`src/rtl/alu.sv`:
```
// 32-bit, eight-function ALU feeding a single result register (execute stage).
// One cycle of latency, one operation per cycle, no flags and no handshake.
module alu (
    input  logic        clk,
    input  logic        reset,
    input  logic [31:0] A,
    input  logic [31:0] B,
    input  logic [2:0]  Operation,
    output logic [31:0] Output
);

    localparam logic [2:0] OP_AND = 3'b000;
    localparam logic [2:0] OP_OR  = 3'b001;
    localparam logic [2:0] OP_ADD = 3'b010;
    localparam logic [2:0] OP_XOR = 3'b011;
    localparam logic [2:0] OP_NOR = 3'b100;
    localparam logic [2:0] OP_SLL = 3'b101;
    localparam logic [2:0] OP_SUB = 3'b110;
    localparam logic [2:0] OP_SLT = 3'b111;

    logic [31:0] result_d;
    logic [31:0] result_q;
    logic        lt_signed;

    // Signed compare directly, so an overflowing A - B cannot flip the answer.
    assign lt_signed = $signed(A) < $signed(B);

    always_comb begin
        result_d = '0;
        unique case (Operation)
            OP_AND: result_d = A & B;
            OP_OR:  result_d = A | B;
            OP_ADD: result_d = A + B;
            OP_XOR: result_d = A ^ B;
            OP_NOR: result_d = ~(A | B);
            OP_SLL: result_d = A << B[4:0];
            OP_SUB: result_d = A - B;
            OP_SLT: result_d = {31'd0, lt_signed};
            default: result_d = '0;
        endcase
    end

    always_ff @(posedge clk or posedge reset) begin
        if (reset) result_q <= '0;
        else       result_q <= result_d;
    end

    assign Output = result_q;

endmodule

```
`config.mk`:
```
export PLATFORM = sky130hd
export DESIGN_NAME = alu
export DESIGN_NICKNAME = d
export VERILOG_FILES = /design/src/rtl/alu.sv
export SDC_FILE = /design/constraint.sdc
export NUM_CORES = 1
export LEC_CHECK = 0
export ABC_AREA = 1
export BUFFER_PORTS_ARGS = -buffer_cell sky130_fd_sc_hd__buf_2
export CAP_MARGIN = 20
export CORE_MARGIN = 1
export CORE_UTILIZATION = 44
export DETAILED_ROUTE_END_ITERATION = 8
export PLACE_DENSITY_LB_ADDON = 0.08
export SLEW_MARGIN = 20
export SYNTH_ARGS = -nofsm -noshare
export SYNTH_HDL_FRONTEND = slang
export SYNTH_SLANG_ARGS = --single-unit
```
`constraint.sdc`:
```
create_clock -name clk -period 0.9 [get_ports clk]
set_input_delay 0.09 -clock clk [delete_from_list [all_inputs] [get_ports clk]]
set_output_delay 0.09 -clock clk [all_outputs]
set_load 0.005 [all_outputs]
```
======== After elaboration in Yosys (flattened, before gate mapping) ========
Index checks and enable logic that the tools add are counted.
storage, ports and cells
  word-level logic and storage cells ...... 18
  register bits ........................... 32
  input port bits ......................... 69
  output and inout port bits .............. 32
cells by class
  muxes and demuxes ....................... 1
  $lt $le $gt $ge ......................... 1
  eq/ne operators ......................... 7
  reductions and logical operators ........ 1
  shift-type cells ........................ 1
  add/subtract/negate cells ............... 2
  bitwise logic cells ..................... 4
operators by type and width
  cell                                                 number
  one-hot mux 32 bit (8 select lines)                  1
  adder 32 bit                                         1
  AND 32 bit                                           1
  less-than comparator 32 bit                          1
  inverter 32 bit                                      1
  bitwise OR 32 bit                                    1
  left shift 32 x 5 -> 32 bit                          1
  subtractor 32 bit                                    1
  XOR 32 bit                                           1
  equality test 3 bit, second input constant           4
  equality test 3 x 2 -> 1 bit, second input constant  2
  equality test 3 x 1 -> 1 bit, second input constant  1
  logical NOT 3 bit                                    1

======== Depth between registers and ports, before layout ========
Gate-level depths: netlist of the first run.
  depth after elaboration ................. 3
  mapped depth ............................ 19
  gate-level depth less buffers ........... 16

======== Worst setup path before layout of the first run ========
No wires, ideal clock.
  path kind ............................... in2reg
  start ................................... in B[3]
  end ..................................... reg result_q[17], in the netlist Output[17]
  required time ........................... 0.783 ns
  library setup time ...................... 0.117 ns
  setup slack ............................. -1.143 ns
  buffers on the path ..................... 3
  arrival time ............................ 1.926 ns
  cell stages on the path ................. 17
  path through ............................ buf_2 -> clkinv_1 -> clkbuf_1 -> ha_1 -> buf_4 -> nor2_1 -> nand3_1 -> nand3_1 -> nand2_1 -> nand2_1 -> nand2_1 -> nand2_1 -> nand2_1 -> nand2_1 -> nor2_1 -> nor2_1 -> nor2_1
on the way
  cells in the longest elaborated chain, start to end .. 2
  elaborated cells between the ends (all ways) .. 4
  those cells by class .................... add/sub (2); shift (1); mux (1)
ends and longest elaborated chain
  item                                       line  source
  from (decl)                                7     input logic [31:0] B,
  subtractor 32 bit (tied with other cells)  37    OP_SUB: result_d = A - B;
  one-hot mux 32 bit (8 select lines) (*)    30    unique case (Operation)
  net result_d[17]                           21    logic [31:0] result_d;
  to (signal assigned)                       45    else result_q <= result_d;
  to (decl)                                  22    logic [31:0] result_q;
The timed path passes the listed nets; every way through them passes the cells marked *.

======== Worst setup path after layout of the first run ========
  start ................................... in A[1]
  end ..................................... reg result_q[4], in the netlist Output[4]
on the way
  cells in the longest elaborated chain, start to end .. 2
  elaborated cells between the ends (all ways) .. 4
  those cells by class .................... add/sub (2); shift (1); mux (1)
ends and longest elaborated chain
  item                                       line  source
  from (decl)                                6     input logic [31:0] A,
  subtractor 32 bit (tied with other cells)  37
  one-hot mux 32 bit (8 select lines) (*)    30
  net result_d[4]                            21
Marks and branches as above.

==> results of run 1 <==
[per-stage QoR]
step                      setup slack [ns]  setup TNS [ns]  area [sq um]  util (%)  std cells
final                               -0.680          -19.58         16200      77.4       2575
after detailed placement             -1.30          -35.40         12900      61.7       2517
after CTS                           -0.601          -17.08         15300      73.2       2559
after global routing                -0.765          -21.91         16200      77.4       2575
after floorplan                     -0.779          -21.55          9650         -       1839
after global placement               -1.28          -34.81         12900      61.7       2517
[worst max path at each step]
stage | startpoint | endpoint | slack, ns | cells past startpoint
6_report | A[1] | Output[4] | -0.68 | 11
5_1_grt | A[1] | Output[10] | -0.77 | 11
4_1_cts | B[0] | Output[0] | -0.60 | 15
3_5_place_dp | B[4] | Output[0] | -1.30 | 16
3_3_place_gp | B[4] | Output[0] | -1.28 | 16
2_1_floorplan | B[3] | Output[0] | -0.78 | 17
[layer usage]
layer | wire [um] | global-route usage, %
met4 | 2660 | 19.4
met3 | 5590 | 8.24
met2 | 22200 | 68.8
met5 | 0 | 0
met1 | 20300 | 58.7
[synthesized netlist by cell type (all sizes together)]
master	count
a2111oi	1
a21o	1
a21oi	59
a221oi	12
a22oi	2
a31oi	1
a32oi	1
a41oi	1
and2	4
and3	1
buf	54
clkbuf	12
clkinv	4
dfrtp	32
fa	2
ha	99
inv	336
nand2	644
nand3	271
nand3b	1
nand4	29
nor2	177
nor3	10
o2111ai	1
o211ai	6
o21ai	65
o21bai	7
o22ai	2
o31ai	1
or2	2
xor2	1
[power by group through the flow]
stage | sequential, W | combinational (W) | clock, W
6_report | 0.00171 | 0.0102 | 0.00233
5_1_grt | 0.00173 | 0.0108 | 0.00236
4_1_cts | 0.00171 | 0.00908 | 0.00230
3_5_place_dp | 0.00173 | 0.00738 | 0
3_3_place_gp | 0.00173 | 0.00731 | 0
2_1_floorplan | 0.00175 | 0.00376 | 0
[layout by cell type, fill, tap and decap left out, types with 6 or more instances in the layout]
cell type and count:
sky130_fd_sc_hd__o21ai_0 35, sky130_fd_sc_hd__inv_1 237, sky130_fd_sc_hd__nand2_4 52, sky130_fd_sc_hd__buf_4 362, sky130_fd_sc_hd__buf_8 8, sky130_fd_sc_hd__a21oi_1 36, sky130_fd_sc_hd__nand3_4 22, sky130_fd_sc_hd__nand2_1 450
sky130_fd_sc_hd__buf_6 55, sky130_fd_sc_hd__nand4_1 29, sky130_fd_sc_hd__ha_2 7, sky130_fd_sc_hd__o211ai_1 6, sky130_fd_sc_hd__buf_2 76, sky130_fd_sc_hd__dfrtp_1 32, sky130_fd_sc_hd__ha_1 58, sky130_fd_sc_hd__o21ai_1 21
sky130_fd_sc_hd__nand3_1 215, sky130_fd_sc_hd__a221oi_1 11, sky130_fd_sc_hd__inv_4 16, sky130_fd_sc_hd__a21oi_4 6, sky130_fd_sc_hd__buf_12 15, sky130_fd_sc_hd__nand2_2 137, sky130_fd_sc_hd__inv_2 80, sky130_fd_sc_hd__ha_4 34
sky130_fd_sc_hd__nor2_2 45, sky130_fd_sc_hd__nor2_1 95, sky130_fd_sc_hd__nor2_4 37, sky130_fd_sc_hd__nand3_2 34, sky130_fd_sc_hd__o21ai_2 7, sky130_fd_sc_hd__a21oi_2 17
[what timing repair did]
action	CTS	global route
pin swaps	187	130
setup buffers	32	17
gates cloned	2	0
resized for setup	549	213
hold endpoints to repair	32	0
endpoints found under the setup margin	38	41
hold buffers	1	0
[final cells by class]
type / count / share of cell area (%)
multi-input cells: 1401 / 57.5
repair buffers: 519 / 26.0
inverters: 340 / 8.32
flip-flops and latches: 32 / 4.94
well taps: 275 / 2.12
clock buffers: 7 / 0.941
clock inverters: 1 / 0.185
[worst max-delay path, cell delays in order]
cell                         delay, ns
sky130_fd_sc_hd__buf_8            0.08
sky130_fd_sc_hd__clkinvlp_4       0.16
sky130_fd_sc_hd__fa_2             0.46
sky130_fd_sc_hd__inv_2            0.10
sky130_fd_sc_hd__nand3_2          0.10
sky130_fd_sc_hd__nand3_4          0.16
sky130_fd_sc_hd__buf_4            0.15
sky130_fd_sc_hd__buf_6            0.09
sky130_fd_sc_hd__a21oi_1          0.06
sky130_fd_sc_hd__nor2_1           0.14
sky130_fd_sc_hd__o211ai_1         0.15
[kinds of logic (layout without fill, tap and decap cells)]
| group | Yosys count | in the layout | synth area share, % |
|---|---|---|---|
| adders and majority gates | 101 | 101 | 13.6 |
| buffers and inverters | 406 | 867 | 17.3 |
| AOI/OAI and AO/OA | 160 | 160 | 9.74 |
| DFF | 32 | 32 | 8.54 |
| xor gates and xnor gates | 1 | 1 | 0.0934 |
| and+or+nand+nor | 1139 | 1139 | 50.7 |
==> out/summary.md, run 1 <==
The run finished, with violations left. The final reports fail on design-rule violations, negative setup slack. Clock-pin slew was measured on the worst setup and hold paths at 0.07 ns. The register with the most flip-flops in the layout has 32 of them. The tools report the fraction of the yosys area taken by sequential cells as 8.54%. The floorplan step set the die height to 148 um. During I/O placement, the number of pins put on the boundary was 101.

The logs give 9 for the count of TritonRoute iterations in the first routing pass and 801 sq um for the sequential cell area. The count of fill cells added during filler insertion was 1711. Summed over all nets, the switching power comes to 0.00678 W. The total number of H-tree levels was 2. Along the worst hold path, the cell count comes to 5. The share of synthesized area in the top cell type comes to 25.7%. Internal power comes to 0.00747 W.

The netlist area before placement came out at 0.00938 sq mm. The total of flip-flops plus latches after synthesis was 32. The count of buffers added on input and output ports is 100. The end of the worst hold path is Output[31]. Setup repair after global routing could not meet its margin everywhere. The run gives 0 as the max-capacitance violation count. Global routing finished with a remaining overflow of 0.

TritonCTS created 5 clock buffers. Dividing the detail-routed wire length by the instance count gives 19.7 um. The initial DRC count is 1400. In this run the most critical hold path is launched from B[31]. For this run, the number of Yosys warnings is 0. Sort of element at the end of the critical path: a flip-flop. Per report_power, the clock group accounts for 16.3% of the total. The number of hold-slack violations in the final timing report is 0.

Setup violations remaining at the end of the flow were counted as 38. The share of cells above drive strength 1 came out at 45.8%. The tools report the clock tree root driver cell as sky130_fd_sc_hd__clkbuf_16.

Global routing consumed, over all layers together, 44.1% of the routing resources. In the final design database the tool counted 2469 nets. The total power per unit cell area is 878 mW/mm^2, and the count of unique library cells instantiated by Yosys is 45.

The worst-case IR drop observed on VDD is 656 uV. In this run, flip-flops and latches consume 12.0% of the power. The number of slew-limit violations in the final report was 0. The average instance in the mapped netlist occupies 5.10 sq um.

At the pin with the least slew margin, the transition time is 0.435 ns. The tools report the full die area as 0.0219 sq mm. TritonCTS built the clock tree. The horizontal die dimension works out to 148 um. The tightest hold path in the finished design has a slack of 0.273 ns. The critical path is of the input pin to flip-flop type. The worst pin sits at a relative slew slack of 71.0%. For the power consumption, the log shows 0.0143 W. Total half-perimeter wirelength after legalization and detailed placement: 38.4 mm.

The remaining design rule violation count is 1, and the maximum buffer depth of the clock tree is 2. The post-route fraction of the period consumed by the critical path came out at 176%. The number of nets handed over by synthesis was 2009. In this run the worst path has a maximum fanout of 4.

The tools report the signal arrival time at the worst endpoint as 1.74 ns. After floorplanning, the core was divided into 53 placement rows. After technology mapping, the gate count stands at 1839.

Summing over every cut layer, the via total after detailed routing is 14.3k. The classification of the worst-slack hold path was input pin to flip-flop. From synthesis to final layout, the design area changed by 72.9%. Minimum clock period: 1.58 ns. The floorplan core area was 0.0210 sq mm.

Data on the critical path is required at its endpoint by 1.06 ns. The final critical-path setup slack was -0.680 ns. The run gives 0 as the residual antenna-violating net count after detailed routing.

Using the TritonRoute via totals, the vias-per-cell ratio works out to 5.57. The number of antenna violations at the first check in global routing is 0, and the effective utilization at floorplan is 44.8%. The run gives 13.3k as the via count of the first global-routing pass. Highest attainable clock frequency: 633 MHz. The largest total area in the synthesized netlist belongs to sky130_fd_sc_hd__nand2_1. The clock drives 32 sinks. Net switching is 47.6% of the power. The leakage power is 8.82 nW. Yosys attributes the largest share of cell area to sky130_fd_sc_hd__nand2_1, sky130_fd_sc_hd__nand3_1, sky130_fd_sc_hd__ha_1. The routability-driven placement congestion ratio is 1.00. STA classifies the critical path startpoint as an input pin. The run gives 50.7 mm as the post-detailed-routing wire length.

The area of combinational cells with multiple inputs is 0.00933 sq mm, and the part of the power in combinational logic is 71.6%. The repair_antennas step left the layout with diodes totalling 0. The first global-routing pass estimated 72.9 mm of wire. The run gives 36 as the largest net degree at the start of global routing.
Power figures use the tool's default switching activity.
==> inputs of run 2 (changes only) <==
--- a/config.mk
+++ b/config.mk
@@ -5,7 +5,7 @@
 export SDC_FILE = /design/constraint.sdc
 export NUM_CORES = 1
 export LEC_CHECK = 0
-export ABC_AREA = 1
+export ABC_AREA = 0
 export BUFFER_PORTS_ARGS = -buffer_cell sky130_fd_sc_hd__buf_2
 export CAP_MARGIN = 20
 export CORE_MARGIN = 1
==> run 2 against run 1 <==
The flow finishes with violations (negative setup slack). Worst hold slack got worse by 0.061 ns. Count of clock-buffer cells in the layout increased by 1. Design area decreased by 18%. Die area decreased by 15%. Synthesized cell count decreased by 39%. Sequential cell count unchanged. Sequential share of layout area increased by 1.1 points. Critical endpoint is now Output[23]. Largest power group unchanged. Highest routed layer unchanged.
==> out/summary.md, run 2 <==
The fraction of the mapped netlist area in compound gates is 35.9% (+26 points), and the endpoint required time on the critical path is 1.09 ns (+0.03 ns). The maximum buffer depth of the clock tree was 2 (unchanged); the worst relative slew slack was 43.0% (-28 points). The run gives 5 (unchanged) as the CTS buffer count.

The routability-driven placement congestion ratio was 0.967 (-3.7%); the final critical-path setup slack was -1.60 ns (-0.924 ns). The average wire per standard cell was 21.5 um (+9.1%). The minimum clock period was 2.50 ns (+0.924 ns). The clock-pin transition on the worst setup and hold timing paths works out to 0.07 ns (about the same). The final reports fail on negative setup slack. The total of flip-flops plus latches after synthesis was 32 (unchanged). The routed wire length on met3 was 3.90 mm (-30%). The tools report the number of synthesis warnings as 0 (unchanged).

The met1 routed wirelength after detailed routing is 15.8 mm (-22%). The post-placement worst setup slack came out at -2.03 ns (-0.739 ns). Via count of the first global-routing pass: 10.3k (-23%).

Total half-perimeter wirelength after legalization and detailed placement: 28.8 mm (-25%). Netlist area before placement: 0.00792 sq mm (-16%). Count of TritonRoute iterations in the first routing pass: 9 (unchanged).

The library cell with the largest summed area after synthesis was sky130_fd_sc_hd__ha_1. The logs give 0 (unchanged) for the number of slew-limit violations in the final report and 76.0% (-1.4 points) for the share of the core filled with cells in the final layout. For the initial DRC count, the log shows 1284 (-8.3%). Capturing element of the worst setup path: Output[23].

The number of endpoints failing setup at the final stage was 35 (-7.9%). The number of nets at the end of the flow was 1762 (-29%). The number of cells after detailed placement is 1765 (-30%), and the signed area change from the synthesized netlist to the final layout is 67.2%. TritonCTS built the clock tree. The signal arrival time at the worst endpoint was 2.69 ns (+0.95 ns). For the number of top-level pins, the log shows 101 (unchanged).

Post-route fraction of the period consumed by the critical path: 278% (+100 points). The CTS sink count was 32 (unchanged). The number of placement rows was 48 (-9.4%).

The effective utilization at floorplan is 45.5% (+0.68 points), and the worst-case vdd ir drop is 737 uV (+12%). The total power per unit cell area works out to 928 mW/mm^2 (+5.7%). By area the synthesized netlist is led by sky130_fd_sc_hd__ha_1, sky130_fd_sc_hd__dfrtp_1, sky130_fd_sc_hd__a21oi_1.

Commonest non-fill, non-tap cell in the layout: sky130_fd_sc_hd__buf_4. For the via count, the log shows 11.2k (-22%). The number of cells produced by synthesis came out at 1123 (-39%).

The aggregate global routing overflow is 0 (unchanged), and the top fanout value on the critical path is 4 (unchanged). The number of flip-flops under the largest register name came out at 32 (unchanged). Commonest register cell after synthesis: sky130_fd_sc_hd__dfrtp_1. By count the netlist is led by sky130_fd_sc_hd__nor2_1, sky130_fd_sc_hd__a21oi_1, sky130_fd_sc_hd__nand2_1, sky130_fd_sc_hd__ha_1, sky130_fd_sc_hd__inv_1.

Aggregate negative setup slack: -42.22 ns (-22.64 ns). The run gives 0 (unchanged) as the number of diodes. Count of unique library cells instantiated by Yosys: 90 (+100%). The library cells used most frequently in the layout, excluding fill and tap cells, are sky130_fd_sc_hd__buf_4, sky130_fd_sc_hd__nor2_1, sky130_fd_sc_hd__nand2_1.

The clock tree root driver cell was sky130_fd_sc_hd__clkbuf_16. The share of synthesized cell area in full adder, half adder and majority cells works out to 16.2% (+2.5 points). The XOR/XNOR share of the synthesized area is 1.55% (+1.5 points).

The tools report the post-layout instance count excluding filler cells as 1818 (-29%). Fraction of the yosys area taken by sequential cells: 10.1% (+1.6 points). Sort of element at the end of the critical path: a flip-flop. The residual antenna-violating net count after detailed routing was 0 (unchanged); the share of cells above drive strength 1 was 47.0% (+1.2 points). The average instance area after synthesis was 7.05 sq um (+38%). The worst setup path is launched from an input pin. The post-synthesis async set-or-reset flop share is 100% (unchanged). The highest metal layer carrying signal wires in the routed design is met4.

The leakage power was 6.39 nW (-28%). The largest net degree at the start of global routing was 51 (+42%); the total met2 wirelength after detailed routing was 17.8 mm (-20%). The run finished, with violations left. Setup repair after global routing could not meet its margin everywhere. The critical path starts at A[4]. The path class of the tightest hold or removal check is input pin to flip-flop. The most numerous cell in the Yosys netlist was sky130_fd_sc_hd__nor2_1. The tools report the remaining design rule violation count as 0 (-1). The y dimension of the die works out to 136 um (-8.0%). The count of flip-flops with a built-in enable after synthesis was 0 (unchanged). By area, the combinational part of the netlist is dominated by compound AO/OA/AOI/OAI gates. The highest attainable clock frequency is 399 MHz (-37%), and the number of hold-slack violations in the final timing report is 0 (unchanged).

The power consumption was 0.0123 W (-14%). Horizontal die dimension: 136 um (-8.0%). The portion of synthesized cell area occupied by the leading cell type came out at 15.6% (-10 points).

Total number of H-tree levels: 2 (unchanged). The global router's overall resource usage was 40.4% (-3.6 points); the simple logic cell fraction of the synthesized area was 19.2% (-31 points). The critical path in this run is classified as input pin to flip-flop. The number of port buffers is 100 (unchanged), and the via density per instance is 6.14 (+10%). The post-synth net total was 1293 (-36%); the actual slew at the worst max-slew pin was 0.847 ns (+0.411 ns). The run gives 0 (unchanged) as the number of antenna violations at the first check in global routing.

Cell depth of the worst hold path: 3 (-2). The post-detailed-routing wire length was 39.1 mm (-23%); the max-capacitance violation count was 0 (unchanged). For the floorplan core area, the log shows 0.0174 sq mm (-17%). Fraction of synthesized area in multiplexers: 7.93% (+7.9 points).

The tools report the full die area as 0.0185 sq mm (-15%). The wire length of the first global-routing pass was 56.9 mm (-22%).
## run 2: changes by cell type after synthesis, moves of 37 or more
cell                       delta
sky130_fd_sc_hd__nand2_1    -537
sky130_fd_sc_hd__nand3_1    -256
sky130_fd_sc_hd__inv_1      -231
sky130_fd_sc_hd__a21oi_1     +50
sky130_fd_sc_hd__clkbuf_1    +47
sky130_fd_sc_hd__nor2_1      -37
## run 2: kinds of logic (layout without fill, tap and decap cells)
family          after synthesis  in the layout
compound gates              405            405
fa+ha+maj                   101            101
mux                          46             46
flops                        32             32
simple gates                341            341
xor+xnor                     14             14
buf+inv                     184            654
## run 2: final cells by class
type	count	area [sq um]
fill	1359	4180
sequential	32	801
multi-input combinational	907	7430
tap	225	282
inverter	99	394
timing repair buffer	547	4180
clock buffer	8	146
## run 2: worst max-delay path, stage by stage
cell	delay [ns]
sky130_fd_sc_hd__buf_8	0.08
sky130_fd_sc_hd__inv_4	0.03
sky130_fd_sc_hd__ha_4	0.28
sky130_fd_sc_hd__buf_12	0.11
sky130_fd_sc_hd__buf_8	0.11
sky130_fd_sc_hd__inv_1	0.07
sky130_fd_sc_hd__a21oi_1	0.28
sky130_fd_sc_hd__a32oi_2	0.25
sky130_fd_sc_hd__a21oi_2	0.24
sky130_fd_sc_hd__buf_4	0.17
sky130_fd_sc_hd__o21ai_4	0.07
sky130_fd_sc_hd__a311o_1	0.32
sky130_fd_sc_hd__a22oi_2	0.18
sky130_fd_sc_hd__a21oi_2	0.07
sky130_fd_sc_hd__o32a_1	0.33
## run 2: repair_timing
action                                 4_1_cts  5_1_grt
hold buffers                                 1        0
endpoints found under the hold margin       32        0
gates resized for setup                    158       90
buffers inserted                            27       22
setup endpoints to repair                   35       43
gates cloned                                 0        2
pin swaps                                   92       71
## run 2: worst min-delay path by stage
stage	endpoint	start
5_1_grt	Output[31]	B[31]
2_1_floorplan	Output[0]	reset
3_3_place_gp	Output[3]	reset
6_report	Output[31]	B[31]
3_5_place_dp	Output[2]	reset
4_1_cts	Output[31]	B[31]
## run 2: per-layer routing
| metal | vias to the layer above | GRT usage, % |
|---|---|---|
| met4 | 0 | 18.0 |
| met1 | 5232 | 54.1 |
| li1 | 5045 | - |
| met3 | 145 | 6.26 |
| met2 | 734 | 63.6 |
| met5 | - | 0 |
## run 2: through the flow
| stage | hold WS [ns] | area (sq um) |
|---|---|---|
| after floorplan | 0.206 | 8190 |
| after global placement | 0.158 | 11600 |
| after detailed placement | 0.168 | 11600 |
| after CTS | 0.202 | 12600 |
| after global routing | 0.225 | 13200 |
| final | 0.212 | 13200 |
## run 2: power by group
| part | switching, W | internal [W] | total, W |
|---|---|---|---|
| clock | 0.000867 | 0.00111 | 0.00198 |
| combinational | 0.00445 | 0.00414 | 0.00858 |
| sequential | 0.0000650 | 0.00166 | 0.00172 |
| total | 0.00538 | 0.00691 | 0.0123 |
==> inputs of run 3 (changes only) <==
--- a/config.mk
+++ b/config.mk
@@ -7,7 +7,6 @@
 export LEC_CHECK = 0
 export ABC_AREA = 0
 export BUFFER_PORTS_ARGS = -buffer_cell sky130_fd_sc_hd__buf_2
-export CAP_MARGIN = 20
 export CORE_MARGIN = 1
 export CORE_UTILIZATION = 44
 export DETAILED_ROUTE_END_ITERATION = 8
==> constraint.sdc (replaced) <==
create_clock -name clk -period 0.9 [get_ports clk]
set_input_delay 0.09 -clock clk [delete_from_list [all_inputs] [get_ports clk]]
set_output_delay 0.09 -clock clk [all_outputs]
set_load 0.05 [all_outputs]
==> run 3 against run 2 <==
The flow still finishes with violations (negative setup slack). Critical path type unchanged. Clock power about the same. Sequential share of layout area is 0.081 points lower. First-iteration DRC count fell by 7.7%. Die area unchanged. Non-clock buffer count fell by 4. Cell count shrank 0.22%.
==> out/summary.md, run 3 (synthesis gave the netlist of run 2 again) <==
The via density per instance is 6.08 (-0.97%), and the post-route fraction of the period consumed by the critical path is 278% (-0.70 points). The minimum clock period came out at 2.50 ns (-0.00626 ns). The effective utilization at floorplan came out at 45.5% (unchanged). The standard cell area after detailed placement was 0.0116 sq mm (unchanged); the endpoint required time on the critical path was 1.09 ns (about the same). The full die area is 0.0185 sq mm (unchanged). The tools report the remaining design rule violation count as 0 (unchanged). The library cell used most frequently in the layout, excluding fill and tap cells, is sky130_fd_sc_hd__buf_4. The tools report the number of top-level pins as 101 (unchanged).

The average wire per standard cell works out to 21.4 um (-0.55%). The sequential cell area was 801 sq um (unchanged). Setup repair after global routing could not meet its margin everywhere. The largest net degree at the start of global routing was 51 (unchanged); the via count was 11.0k (-1.2%).

The run gives 400 MHz (+0.25%) as the highest attainable clock frequency. The aggregate negative setup slack was -41.54 ns (+0.672 ns). Routability-driven placement congestion ratio: 0.967 (unchanged). The tree is rooted in a sky130_fd_sc_hd__clkbuf_16. Final critical-path setup slack: -1.60 ns (+0.00626 ns). The library cells used most frequently in the layout, excluding fill and tap cells, are sky130_fd_sc_hd__buf_4, sky130_fd_sc_hd__nor2_1, sky130_fd_sc_hd__nand2_1. Number of cells on the critical path: 16 (+1).

The tools report the maximum buffer depth of the clock tree as 2 (unchanged). The number of slew-limit violations in the final report was 0 (unchanged); the worst relative slew slack was 44.9% (+2.0 points). The number of flip-flops under the largest register name was 32 (unchanged). The total half-perimeter wirelength after legalization and detailed placement is 28.8 mm (unchanged).

The final standard cell area without fillers is 0.0134 sq mm (+1.4%), and the initial DRC count is 1185 (-7.7%). STA classifies the critical path endpoint as a flip-flop. Count of TritonRoute iterations in the first routing pass: 6 (-3). The number of buffer and inverter stages on the critical path was 5 (-1). The top fanout value on the critical path works out to 4 (unchanged). The most numerous cell type found on the critical path is sky130_fd_sc_hd__buf_4. The worst setup path is launched from an input pin. The worst setup path is of the input pin to flip-flop kind. The classification of the worst-slack hold path was input pin to flip-flop. The number of hold-slack violations in the final timing report was 0 (unchanged); the clock-pin transition on the worst setup and hold timing paths was 0.07 ns (about the same). For the area of combinational cells with multiple inputs, the log shows 0.00745 sq mm (+0.27%). The count of fill cells added during filler insertion is 1329 (-2.2%). The number of antenna violations at the first check in global routing is 0 (unchanged). The share of cells above drive strength 1 is 47.2% (+0.24 points). Global router's overall resource usage: 40.8% (+0.40 points). The run gives 64 (+83%) as the number of endpoints failing setup at the final stage. For the signal arrival time at the worst endpoint, the log shows 2.68 ns (about the same). The logs give 0 (unchanged) for the max-capacitance violation count and 785 uV (+6.6%) for the worst-case vdd ir drop. The tools report the via count of the first global-routing pass as 10.3k (+0.58%). The most critical setup path has its startpoint at B[0]. The smallest hold slack was 0.213 ns (+0.000911 ns). The number of port buffers is 100 (unchanged). For the number of placement rows, the log shows 48 (unchanged). The tools report the post-detailed-routing wire length as 38.8 mm (-0.77%).

Relative to the synthesized area, the layout overhead comes to 69.5%. The tools report the number of nets at the end of the flow as 1758 (-0.23%). The post-placement worst setup slack was -2.03 ns (unchanged). The actual slew at the worst max-slew pin was 0.817 ns (-0.0292 ns); the wire length of the first global-routing pass was 57.5 mm (+1.0%). For the power consumption, the log shows 0.0134 W (+8.9%). The residual antenna-violating net count after detailed routing is 0 (unchanged), and the number of diodes is 0 (unchanged). The run gives 32 (unchanged) as the CTS sink count.

The slowest stage of the critical path is the sky130_fd_sc_hd__a2111oi_4 cell. The checks that failed: negative setup slack. Total number of H-tree levels: 2 (unchanged). Grouping stages by cell kind, the critical path spends the most delay in compound AO/OA/AOI/OAI gates. The run gives 5 (unchanged) as the CTS buffer count. The flow ran to the end, but the final reports show violations.

Leakage power: 6.43 nW (+0.61%). The total power per unit cell area came out at 997 mW/mm^2 (+7.4%). The y dimension of the die came out at 136 um (unchanged). In this run the worst setup path terminates at Output[24].

The delay contributed by the slowest stage of the critical path was 0.36 ns (+0.03 ns). TritonCTS built the clock tree. The signal on the critical path passes through buf_8 -> ha_4 -> inv_2 -> fa_2 -> nand2b_4 -> a21oi_4 -> o2111ai_4 -> a2111oi_4 -> buf_4 -> o21ai_4 -> buf_6 -> a211oi_2 -> buf_4 -> o21ai_0 -> nand3b_1 -> a21oi_2. The cell depth of the worst hold path came out at 3 (unchanged). The floorplan core area is 0.0174 sq mm (unchanged).

The aggregate global routing overflow was 0 (unchanged); the horizontal die dimension was 136 um (unchanged).
## run 3: cell types whose count changed in the layout (fill, tap and decap cells not counted), sizes merged
cell / delta
clkbuf: -2
buf: -2
## run 3: metal layers
metal / up-vias / track usage, % / part of all wire [%]
met2: 708 / 64.1 / 45
met1: 5153 / 55.0 / 41
met4: 0 / 18.4 / 4.5
met3: 133 / 5.97 / 9.2
li1: 5030 / - / -
met5: - / 0 / 0
## run 3: worst min-delay path, cell delays in order
cell and delay, ns:
sky130_fd_sc_hd__buf_2 0.09, sky130_fd_sc_hd__ha_1 0.16, sky130_fd_sc_hd__o32a_1 0.14
## run 3: final cells by class
type / instances / area share [%]
Sequential cell: 32 / 5.97
Clock buffer: 8 / 1.09
Tap cell: 225 / 2.10
Timing Repair Buffer: 543 / 32.3
Inverter: 99 / 3.05
Multi-Input combinational cell: 907 / 55.5
## run 3: worst min path at each step
stage          start         end  slack (ns)
2_1_floorplan  reset   Output[0]        0.21
6_report       B[31]  Output[31]        0.21
4_1_cts        B[31]  Output[31]        0.20
3_5_place_dp   reset   Output[2]        0.17
3_3_place_gp   reset   Output[3]        0.16
5_1_grt        B[31]  Output[31]        0.22
## run 3: what timing repair did
item | CTS | global route
hold endpoints to repair | 32 | 0
pin swaps | 92 | 74
setup buffers | 27 | 22
resized for setup | 222 | 105
endpoints found under the setup margin | 64 | 64
hold buffers | 1 | 0
## run 3: where the power goes
part | internal (W) | leakage [nW] | total (W) | switching [W]
combinational | 0.00439 | 5.97 | 0.00962 | 0.00523
sequential | 0.00166 | 0.386 | 0.00179 | 0.000125
clock | 0.00111 | 0.0712 | 0.00197 | 0.000859
## run 3: metrics by stage
step           std cells  utilization [%]
4_1_cts             1800             73.6
3_5_place_dp        1765             66.3
3_3_place_gp        1765             66.3
2_1_floorplan       1123                -
5_1_grt             1814             77.0
6_report            1814             77.0
